==> src/rtl/sync_updown_counter_n_if.sv <==
// Control and status bundle for sync_updown_counter_n.
// Every control is sampled on the rising edge of clk with no valid/ready handshake; Q, wrap and ovf are registered, tc is combinational.
interface sync_updown_counter_n_if #(
    parameter int WIDTH = 4
);
    logic             clear;
    logic             load;
    logic [WIDTH-1:0] load_val;
    logic             en;
    logic             up_dn;
    logic [WIDTH-1:0] Q;
    logic             tc;
    logic             wrap;
    logic             ovf;

    modport master (
        output clear, load, load_val, en, up_dn,
        input  Q, tc, wrap, ovf
    );

    modport slave (
        input  clear, load, load_val, en, up_dn,
        output Q, tc, wrap, ovf
    );
endinterface

==> src/rtl/sync_updown_counter_n.sv <==
// Up/down counter over 0..MAX with clear > load > count priority.
// At a limit it either wraps (one-cycle wrap pulse) or saturates; ovf latches any limit hit until clear/reset.
module sync_updown_counter_n #(
    parameter int WIDTH    = 4,
    parameter int MAX      = 15,
    parameter int SATURATE = 0
) (
    input logic                    clk,
    input logic                    reset_n,
    sync_updown_counter_n_if.slave bus
);
    generate
        if (WIDTH < 2 || MAX < 1 || MAX > (2 ** WIDTH) - 1) begin : g_bad_params
            $error("sync_updown_counter_n: illegal WIDTH/MAX combination");
        end
    endgenerate

    localparam logic [WIDTH-1:0] MAX_V = WIDTH'(MAX);
    localparam logic [WIDTH-1:0] ONE   = WIDTH'(1);

    typedef enum logic [2:0] {
        OP_HOLD,
        OP_CLEAR,
        OP_LOAD,
        OP_STEP,
        OP_LIMIT
    } op_e;

    op_e              op;
    logic [WIDTH-1:0] q_r;
    logic [WIDTH-1:0] q_nxt;
    logic             wrap_r;
    logic             wrap_nxt;
    logic             ovf_r;
    logic             ovf_nxt;
    logic             at_max;
    logic             at_zero;

    assign at_max  = (q_r == MAX_V);
    assign at_zero = (q_r == '0);

    // Decode the single action this edge will take; priority lives here only.
    always_comb begin
        op = OP_HOLD;
        if (bus.clear) begin
            op = OP_CLEAR;
        end else if (bus.load) begin
            op = OP_LOAD;
        end else if (bus.en) begin
            op = (bus.up_dn ? at_max : at_zero) ? OP_LIMIT : OP_STEP;
        end
    end

    always_comb begin
        q_nxt    = q_r;
        wrap_nxt = 1'b0;
        ovf_nxt  = ovf_r;
        unique case (op)
            OP_CLEAR: begin
                q_nxt   = '0;
                ovf_nxt = 1'b0;
            end
            OP_LOAD: begin
                q_nxt = (bus.load_val > MAX_V) ? MAX_V : bus.load_val;
            end
            OP_STEP: begin
                q_nxt = bus.up_dn ? (q_r + ONE) : (q_r - ONE);
            end
            OP_LIMIT: begin
                ovf_nxt = 1'b1;
                if (SATURATE == 0) begin
                    q_nxt    = bus.up_dn ? '0 : MAX_V;
                    wrap_nxt = 1'b1;
                end
            end
            default: begin
            end
        endcase
    end

    always_ff @(posedge clk or negedge reset_n) begin
        if (!reset_n) begin
            q_r    <= '0;
            wrap_r <= 1'b0;
            ovf_r  <= 1'b0;
        end else begin
            q_r    <= q_nxt;
            wrap_r <= wrap_nxt;
            ovf_r  <= ovf_nxt;
        end
    end

    // tc looks at the current count and controls, so it flags the edge about to hit a limit.
    assign bus.tc   = bus.en & ((bus.up_dn & at_max) | (~bus.up_dn & at_zero));
    assign bus.Q    = q_r;
    assign bus.wrap = wrap_r;
    assign bus.ovf  = ovf_r;
endmodule

==> src/flat_wrapper.sv <==
// flat-port wrapper written by rule: the top's interface ports become plain ports
module sync_updown_counter_n_flat 
#(
    parameter int WIDTH    = 4,
    parameter int MAX      = 15,
    parameter int SATURATE = 0
)
  (clk, reset_n, bus_clear, bus_load, bus_load_val, bus_en, bus_up_dn, bus_Q, bus_tc, bus_wrap, bus_ovf);
  sync_updown_counter_n_if #(.WIDTH(WIDTH)) bus_i ();
  input logic clk;
  input logic reset_n;
  input wire logic [$bits(bus_i.clear)-1:0] bus_clear;
  input wire logic [$bits(bus_i.load)-1:0] bus_load;
  input wire logic [$bits(bus_i.load_val)-1:0] bus_load_val;
  input wire logic [$bits(bus_i.en)-1:0] bus_en;
  input wire logic [$bits(bus_i.up_dn)-1:0] bus_up_dn;
  output wire logic [$bits(bus_i.Q)-1:0] bus_Q;
  output wire logic [$bits(bus_i.tc)-1:0] bus_tc;
  output wire logic [$bits(bus_i.wrap)-1:0] bus_wrap;
  output wire logic [$bits(bus_i.ovf)-1:0] bus_ovf;
  assign bus_i.clear = bus_clear;
  assign bus_i.load = bus_load;
  assign bus_i.load_val = bus_load_val;
  assign bus_i.en = bus_en;
  assign bus_i.up_dn = bus_up_dn;
  assign bus_Q = bus_i.Q;
  assign bus_tc = bus_i.tc;
  assign bus_wrap = bus_i.wrap;
  assign bus_ovf = bus_i.ovf;
  sync_updown_counter_n #(.WIDTH(WIDTH), .MAX(MAX), .SATURATE(SATURATE)) u_core (.clk(clk), .reset_n(reset_n), .bus(bus_i));
endmodule
==> config.mk <==
export PLATFORM = sky130hd
export DESIGN_NAME = sync_updown_counter_n_flat
export DESIGN_NICKNAME = d
export VERILOG_FILES = /design/src/rtl/sync_updown_counter_n_if.sv /design/src/rtl/sync_updown_counter_n.sv /design/src/flat_wrapper.sv
export SDC_FILE = /design/constraint.sdc
export NUM_CORES = 1
export LEC_CHECK = 0
export ABC_AREA = 1
export BUFFER_PORTS_ARGS = -buffer_cell sky130_fd_sc_hd__buf_4
export CORE_AREA = 2 2 39 41
export CTS_BUF_LIST = sky130_fd_sc_hd__clkbuf_16
export CTS_CLUSTER_SIZE = 12
export DETAILED_ROUTE_END_ITERATION = 8
export DIE_AREA = 0 0 41 43
export SLEW_MARGIN = 0
export SYNTH_ARGS = -nofsm -noshare
export SYNTH_HDL_FRONTEND = slang
export SYNTH_SLANG_ARGS = --single-unit
==> constraint.sdc <==
create_clock -name clk -period 1.6 [get_ports clk]
set_input_delay 0.16 -clock clk [delete_from_list [all_inputs] [get_ports clk]]
set_output_delay 0.16 -clock clk [all_outputs]
set_load 0.1 [all_outputs]
==> out/results.tsv, run 1 <==
metric	value	unit
tightest_slew	0.497	ns
hold_depth	4	
worst-path-buf-inv	2	
clock-root-buffer	clkbuf_16	
hp-class	primary input to register	
cp.required	1.44	ns
crit_path_top_delay_cell	dfrtp_4	
synth-seq-cells	6	
die_h	43	um
worst_ep_arrival_time	1.41	ns
cpPeakStageDelay	0.50	ns
insertion_delay	0.23	ns
crit_family	flip-flops	
ant_nets	0	
clock-skew-final	0.00546	ns
grt_pass1_vias	476	
dp.cells	101	
die_area	0.00176	sq mm
instances_no_fill	112	
leakage	0.436	nW
via_count	515	
io_pins	17	
final-hold-violation-count	0	
drv_cap	0	
crit_chain	nor2_4 -> nand3_2 -> nand2_4 -> inv_2 -> nor2_4 -> buf_12	
cts_sinks	6	
cts_buffers	3	
syn_area	472	sq um
period_needed	1.57	ns
syn_to_final_growth	69.8	%
r2r_cells	5	
syn-num-nets	82	
wl	1300	um
outcome	finished, final reports clean	
tritoncts	yes	
placementRows	14	
grt-ovfl-total	0	
cellPowerDensity	1150	mW/mm^2
gp_congestion	0.783	
crit_fanout	6	
hpwl	849	um
setup_viol	0	
cpMostUsedCell	nor2_4	
worst-path-stages	6	
yosysSeqAreaShare	31.8	%
core	0.00138	sq mm
crit_type	register to primary output	
slew_headroom	66.6	%
die-width	41	um
route.detailed.drc	0	
drive_above_1_share	42.7	%
grt_pass1_wl	1860	um
syn_inst	69	
firstDrtPassIters	4	
cts_buffer_depth	2	
max_freq	638	MHz
yosysWarnings	0	
critPathLaunchType	register	
viasPerCell	4.60	
finalSetupTns	0	ns
portBuffers	16	
end_kind	primary output	
initial_utilization	34.1	%
antenna_found_initial	0	
drt_iter0_markers	9	
wl_per_cell	11.6	um
grt_usage	16.2	%
htree_levels	1	
clk_pin_slew	0.04	ns
yosysUniqueCellTypes	16	
syn_area_per_cell	6.84	sq um
maxSlewViolCount	0	
peakVddDrop	710	uV
period_share	97.9	%
nets	110	
grt_max_degree	8	
diodes	0	
layout by cell type, fill, tap and decap left out, drive strengths merged:
cell	count
clkbuf	3
ha	2
dfrtp	6
o21ai	1
inv	14
nor2	16
nand2	20
dlygate4sd3	1
a21oi	1
nor3	1
buf	22
xor2	1
fa	1
nand3	7
cell type report:
cell class,count,area (sq um)
multi-input combinational,50,300
sequential,6,165
fill,123,583
tap,16,20.0
clock buffer,3,75.1
clock inverter,1,3.75
inverter,13,48.8
timing repair buffer,23,188
cells in the mapped netlist, drive strengths merged:
library cell / n / area share [%]
nand2: 20 / 17
nor2: 16 / 15
inv: 13 / 10
nand3: 7 / 11
dfrtp: 6 / 32
ha: 2 / 5.3
a21oi: 1 / 1.1
fa: 1 / 4.2
nor3: 1 / 1.1
o21ai: 1 / 1.9
xor2: 1 / 1.9
cell families (layout without fill, tap and decap cells):
| group | Yosys count | after routing | share of synthesized area, % |
|---|---|---|---|
| adders and majority gates | 3 | 3 | 9.55 |
| and+or+nand+nor | 44 | 44 | 43.5 |
| buffers and inverters | 13 | 40 | 10.3 |
| AOI/OAI and AO/OA | 2 | 2 | 2.92 |
| DFF | 6 | 6 | 31.8 |
| xor gates and xnor gates | 1 | 1 | 1.86 |
timing repair:
| item | 4_1_cts | 5_1_grt |
|---|---|---|
| buffers inserted | 0 | 6 |
| cloned | 0 | 0 |
| setup endpoints to repair | 1 | 1 |
| hold endpoints to repair | 6 | 0 |
| gates resized for setup | 3 | 3 |
| pin swaps | 1 | 3 |
| hold buffers | 1 | 0 |
stage by stage:
stage	hold WS [ns]	area (sq um)	utilization (%)	power, mW	worst slack, ns
6_report	0.229	801	57.9	0.920	0.0332
2_1_floorplan	-0.136	499	-	0.390	-0.0893
3_5_place_dp	-0.0289	639	46.2	0.456	0.159
3_3_place_gp	-0.0286	639	46.2	0.455	0.158
4_1_cts	0.219	741	53.5	0.889	0.00877
5_1_grt	0.271	801	57.9	0.959	-0.0133
power breakdown:
group / internal [mW] / leakage [nW] / switching [mW] / total [mW]
Clock: 0.325 / 0.0423 / 0.0951 / 0.420
Combinational: 0.104 / 0.320 / 0.202 / 0.306
Sequential: 0.173 / 0.0737 / 0.0208 / 0.194
Total: 0.602 / 0.436 / 0.318 / 0.920
worst register-to-register path, cell delays in order, from the launching register on:
cell and delay [ns]:
dfrtp_4 0.50, buf_4 0.15, fa_1 0.44, xor2_1 0.15, nand2_1 0.08, nand3_2 0.05
path summary, 6_finish.rpt:
kind                            slack (ns)               to             from
worst max-delay path                  0.03           bus_tc  u_core.bus.Q[0]
worst min-delay path                  0.23   u_core.bus.ovf        bus_clear
worst max register to register        0.10  u_core.bus.Q[2]  u_core.bus.Q[0]
worst min register to register        0.49   u_core.bus.ovf   u_core.bus.ovf
max in group asynchronous             1.18  u_core.bus.Q[3]          reset_n
min in group asynchronous             0.28  u_core.bus.Q[2]          reset_n
routing by layer:
| metal | track usage (%) | share of wire [%] |
|---|---|---|
| met1 | 18.8 | 43 |
| met2 | 21.6 | 48 |
| met3 | 8.90 | 5.6 |
| met4 | 11.3 | 2.6 |
| met5 | 0 | 0 |
flip-flops by register name (all words and copies together) (netlist names):
name and count:
u_core.bus.Q 4, u_core.bus.ovf 1, u_core.bus.wrap 1
(Power assumes the default switching activity.)
==> inputs of run 2 (changes only) <==
Clock period 1.6 ns to 1.3 ns, I/O delays scaled along.
==> run 2 against run 1 <==
Net effect:
- the run now ends with negative setup slack left
- critical path type unchanged
- worst hold slack worse by 0.042 ns
- setup slack worse by 0.18 ns
- sequential cell count unchanged
- cell area up 7.2%
- clock power up 20%
==> out/results.tsv, run 2 (synthesized netlist as in run 1, its figures left out) <==
metric	value	unit	change
nets	114		was 110
maxSlewViolCount	0		unchanged
cellPowerDensity	1340	mW/mm^2	was 1150 mW/mm^2
placed_area	701	sq um	was 639 sq um
ant_nets	0		unchanged
timing.rr.start	u_core.bus.Q[1]		was u_core.bus.Q[0]
period_share	111	%	
p_seq_share	20.8	%	was 21.1%
die_h	43	um	unchanged
met2_usage	26.3	%	was 21.6%
grt_pass1_wl	1990	um	was 1860 um
largest_register_ffs	4		unchanged
cp.required	1.17	ns	was 1.44 ns
period_needed	1.45	ns	
outcome	complete, but fails checks		was finished, final reports clean
die_area	0.00176	sq mm	unchanged
fin_ws	-0.148	ns	was 0.0332 ns
die-width	41	um	unchanged
rsz0062_at_grt	yes		
comb_power_share	35.3	%	was 33.2%
drv_cap	0		unchanged
tritoncts	yes		unchanged
hp-class	primary input to register		unchanged
viasPerCell	4.49		was 4.60
portBuffers	16		unchanged
top_usage_layer	met2		unchanged
via_count	521		was 515
setup_viol	4		was 0
grt_max_degree	7		was 8
final_cell_mix	24 x buf_4, 16 x nand2_1, 12 x inv_1, 11 x nor2_1		was 21 x buf_4, 18 x nand2_1, 13 x inv_1, 11 x nor2_1
final-hold-violation-count	0		unchanged
cts_buffer_depth	2		unchanged
tightest_slew	0.278	ns	was 0.497 ns
antenna_found_initial	0		unchanged
initial_utilization	34.1	%	unchanged
grt-ovfl-total	0		unchanged
pwr-share-clk	43.9	%	was 45.7%
dp_slack	-0.0370	ns	was 0.159 ns
cts_sinks	6		unchanged
clk_pin_slew	0.04	ns	about the same
layout_commonest_cell	buf_4		unchanged
cts_buffers	3		unchanged
gp_congestion	0.720		was 0.783
diodes	0		unchanged
core	0.00138	sq mm	unchanged
slew_headroom	81.6	%	was 66.6%
wl_per_cell	10.3	um	was 11.6 um
critPathLaunchType	register		unchanged
wl	1190	um	was 1300 um
post-route-util	62.0	%	was 57.9%
firstDrtPassIters	4		unchanged
placementRows	14		unchanged
syn_to_final_growth	82.0	%	was 69.8%
hpwl	885	um	was 849 um
dp.cells	107		was 101
drt_iter0_markers	6		was 9
stdcell_area	858	sq um	was 801 sq um
crit_fanout	4		was 6
violations	negative setup slack		
route.detailed.drc	0		unchanged
grt_usage	16.9	%	was 16.2%
insertion_delay	0.23	ns	about the same
p_int	0.764	mW	was 0.602 mW
io_pins	17		unchanged
instances_no_fill	116		was 112
hold_start	bus_clear		unchanged
grt.met1_usage	20.5	%	was 18.8%
leakage	0.456	nW	was 0.436 nW
end_kind	primary output		unchanged
grt_pass1_vias	480		was 476
clock-skew-final	0.00286	ns	was 0.00546 ns
p_sw	0.384	mW	was 0.318 mW
peakVddDrop	1070	uV	was 710 uV
met3_usage	7.85	%	was 8.90%
startpoint	u_core.bus.Q[0]		unchanged
htree_levels	1		unchanged
clock-root-buffer	clkbuf_16		unchanged
max_freq	691	MHz	
worst_ep_arrival_time	1.32	ns	was 1.41 ns
drive_above_1_share	52.0	%	was 42.7%
crit_type	register to primary output		unchanged
sw_frac_of_total	33.4	%	was 34.6%
-- run 2: cell types whose count changed in the layout (fill, tap and decap cells not counted), sizes merged --
cell	delta
buf	+4
-- run 2: through the flow --
step                      setup TNS, ns  power, mW  hold slack [ns]
after floorplan                  -0.652      0.490           -0.166
after global routing             -0.642       1.21            0.212
after detailed placement        -0.0642      0.600          -0.0571
after global placement          -0.0361      0.598          -0.0566
after CTS                        -0.310       1.14            0.189
final                            -0.308       1.15            0.188
-- run 2: critical path, stage by stage (launching register included) --
cell and delay, ns:
dfrtp_4 0.49, nor2_4 0.11, nand3_2 0.08, nand2_2 0.08, inv_2 0.05, nor2_4 0.09, buf_12 0.18
-- run 2: final timing paths --
check,to,slack [ns],cells after the start
worst max-delay path,bus_tc,-0.15,6
worst min-delay path,u_core.bus.ovf,0.19,4
worst max register to register,u_core.bus.Q[2],-0.09,5
worst min register to register,u_core.bus.ovf,0.48,2
max in group asynchronous,u_core.bus.Q[3],0.90,2
min in group asynchronous,u_core.bus.Q[0],0.26,2
-- run 2: power by group through the flow --
stage | sequential (mW) | combinational, mW | clock [mW]
after detailed placement | 0.239 | 0.361 | 0
after floorplan | 0.356 | 0.133 | 0
after CTS | 0.237 | 0.391 | 0.513
after global routing | 0.243 | 0.437 | 0.530
after global placement | 0.239 | 0.359 | 0
final | 0.239 | 0.405 | 0.504
-- run 2: area by class of cell --
type	instances	area (sq um)
clock inverter	1	3.75
timing repair buffer	27	221
tap	16	20.0
sequential	6	165
clock buffer	3	75.1
inverter	13	48.8
fill	112	526
multi-input combinational	50	324
-- run 2: per-layer routing --
layer | wire [um] | up-vias
li1 | - | 271
met1 | 511 | 239
met2 | 639 | 9
met3 | 35 | 2
met4 | 5 | 0
met5 | 0 | -
-- run 2: repair_timing --
| action | 4_1_cts | 5_1_grt |
|---|---|---|
| hold endpoints to repair | 6 | 0 |
| setup endpoints to repair | 3 | 5 |
| hold buffers | 1 | 0 |
| buffers inserted | 3 | 1 |
| cloned | 0 | 0 |
| resized for setup | 6 | 5 |
| pin swaps | 4 | 2 |
==> inputs of run 3 (changes only) <==
Settings changed: TNS_END_PERCENT set to 20.
==> run 3 against run 2 <==
Net effect:
- the flow still finishes with violations (negative setup slack)
- wire length rose by 2.4%
- critical path depth did not move
- fmax fell by 1.2%
- sequential power fell by 2%
- final cell count rose by 0.86%
- non-clock buffer count rose by 1
- via count fell by 0.38%
- total power fell by 0.21%
- largest cell class unchanged
- highest routed layer unchanged
==> out/results.tsv, run 3 (synthesized netlist as in run 1, its figures left out) <==
metric	value	unit	change
top_usage_layer	met2		unchanged
max_freq	682	MHz	was 691 MHz
end_kind	primary output		unchanged
htree_levels	1		unchanged
cts_sinks	6		unchanged
die_h	43	um	unchanged
placementRows	14		unchanged
outcome	complete, but fails checks		unchanged
ant_nets	0		unchanged
route.detailed.drc	0		unchanged
grt.met1_usage	20.8	%	was 20.5%
cellPowerDensity	1360	mW/mm^2	was 1340 mW/mm^2
grt_max_degree	7		unchanged
layout_commonest_cell	buf_4		unchanged
diodes	0		unchanged
maxSlewViolCount	0		unchanged
dp.cells	108		was 107
die_area	0.00176	sq mm	unchanged
peakVddDrop	790	uV	was 1070 uV
met2_usage	26.9	%	was 26.3%
die-width	41	um	unchanged
drt_iter0_markers	8		was 6
hold_depth	4		unchanged
setup_viol	5		was 4
grt_pass1_vias	500		was 480
period_share	113	%	was 111%
nFillCells	120		was 112
antenna_found_initial	0		unchanged
rrSetupSlack	-0.12	ns	was -0.09 ns
grt_usage	18.1	%	was 16.9%
met3_usage	7.85	%	unchanged
syn_to_final_growth	78.0	%	was 82.0%
drive_above_1_share	47.5	%	was 52.0%
viasPerCell	4.44		was 4.49
clock-skew-final	0.00176	ns	was 0.00286 ns
grt_pass1_wl	2040	um	was 1990 um
final-hold-violation-count	0		unchanged
startpoint	u_core.bus.Q[0]		unchanged
leakage	0.459	nW	was 0.456 nW
period_needed	1.47	ns	was 1.45 ns
rsz0062_at_grt	yes		unchanged
wl_per_cell	10.4	um	was 10.3 um
critPathLaunchType	register		unchanged
violations	negative setup slack		unchanged
io_pins	17		unchanged
timing.rr.start	u_core.bus.Q[0]		was u_core.bus.Q[1]
portBuffers	16		unchanged
cts_buffers	3		unchanged
fin_ws	-0.166	ns	was -0.148 ns
clk_pin_slew	0.03	ns	was 0.04 ns
slew_headroom	69.0	%	was 81.6%
gp_congestion	0.775		was 0.720
crit_fanout	4		unchanged
via_count	519		was 521
final_cell_mix	26 x buf_4, 18 x nand2_1, 13 x inv_1, 11 x nor2_1		was 24 x buf_4, 16 x nand2_1, 12 x inv_1, 11 x nor2_1
largest_register_ffs	4		unchanged
whs	0.186	ns	was 0.188 ns
crit_type	register to primary output		unchanged
cts_buffer_depth	2		unchanged
initial_utilization	34.1	%	unchanged
core	0.00138	sq mm	unchanged
insertion_delay	0.23	ns	about the same
tritoncts	yes		unchanged
cp.required	1.17	ns	about the same
hp-class	primary input to register		unchanged
hpwl	909	um	was 885 um
firstDrtPassIters	4		unchanged
r2r_cells	5		unchanged
drv_cap	0		unchanged
instances_no_fill	117		was 116
hold_path_end	u_core.bus.ovf		unchanged
clock-root-buffer	clkbuf_16		unchanged
hold_start	bus_clear		unchanged
r2r-end	u_core.bus.Q[2]		unchanged
grt-ovfl-total	0		unchanged
nets	115		was 114
wl	1220	um	was 1190 um
worst_ep_arrival_time	1.34	ns	was 1.32 ns
power	1.15	mW	about the same
tightest_slew	0.462	ns	was 0.278 ns
run 3: power by group:
| group | internal, mW | leakage (nW) | switching (mW) |
|---|---|---|---|
| Combinational | 0.151 | 0.343 | 0.254 |
| Clock | 0.399 | 0.0423 | 0.107 |
| Sequential | 0.213 | 0.0737 | 0.0223 |
run 3: per-stage QoR:
step           cell area, sq um  util [%]  worst slack [ns]  TNS (ns)
4_1_cts                     836      60.4            -0.156    -0.533
3_5_place_dp                692      50.0           -0.0971    -0.180
5_1_grt                     840      60.7            -0.233    -0.947
6_report                    840      60.7            -0.166    -0.569
2_1_floorplan               499         -            -0.359    -0.831
3_3_place_gp                692      50.0           -0.0673    -0.140
run 3: cell type report:
cell class	instances	area [sq um]	area share, %
flip-flops and latches	6	165	19.7
clock buffers	3	75.1	8.94
inverters	13	48.8	5.81
multi-input cells	50	302	35.9
well taps	16	20.0	2.38
clock inverters	1	3.75	0.447
repair buffers	28	225	26.8
run 3: worst max-delay path: stages, from the launching register on:
cell and delay (ns):
dfrtp_4 0.49, nor2_4 0.12, nand3_2 0.09, nand2_2 0.08, inv_2 0.05, nor2_4 0.09, buf_12 0.18
run 3: routing by layer:
layer,vias to the layer above,share of wire [%]
met5,-,0
met4,0,2.7
li1,274,-
met2,13,50
met1,227,42
met3,5,5.2
run 3: repair_timing:
item	in CTS	in global routing
gates cloned	0	0
buffers inserted	4	0
pin swaps	3	0
gates resized for setup	6	1
hold buffers	1	0
setup endpoints to repair	3	5
hold endpoints to repair	6	0
run 3: worst max path at each step:
stage	endpoint	slack, ns	cells after the start
CTS	bus_tc	-0.16	6
floorplan	bus_tc	-0.36	5
global placement	u_core.bus.Q[3]	-0.07	7
detailed placement	u_core.bus.Q[3]	-0.1	7
finish	bus_tc	-0.17	6
global route	bus_tc	-0.23	6
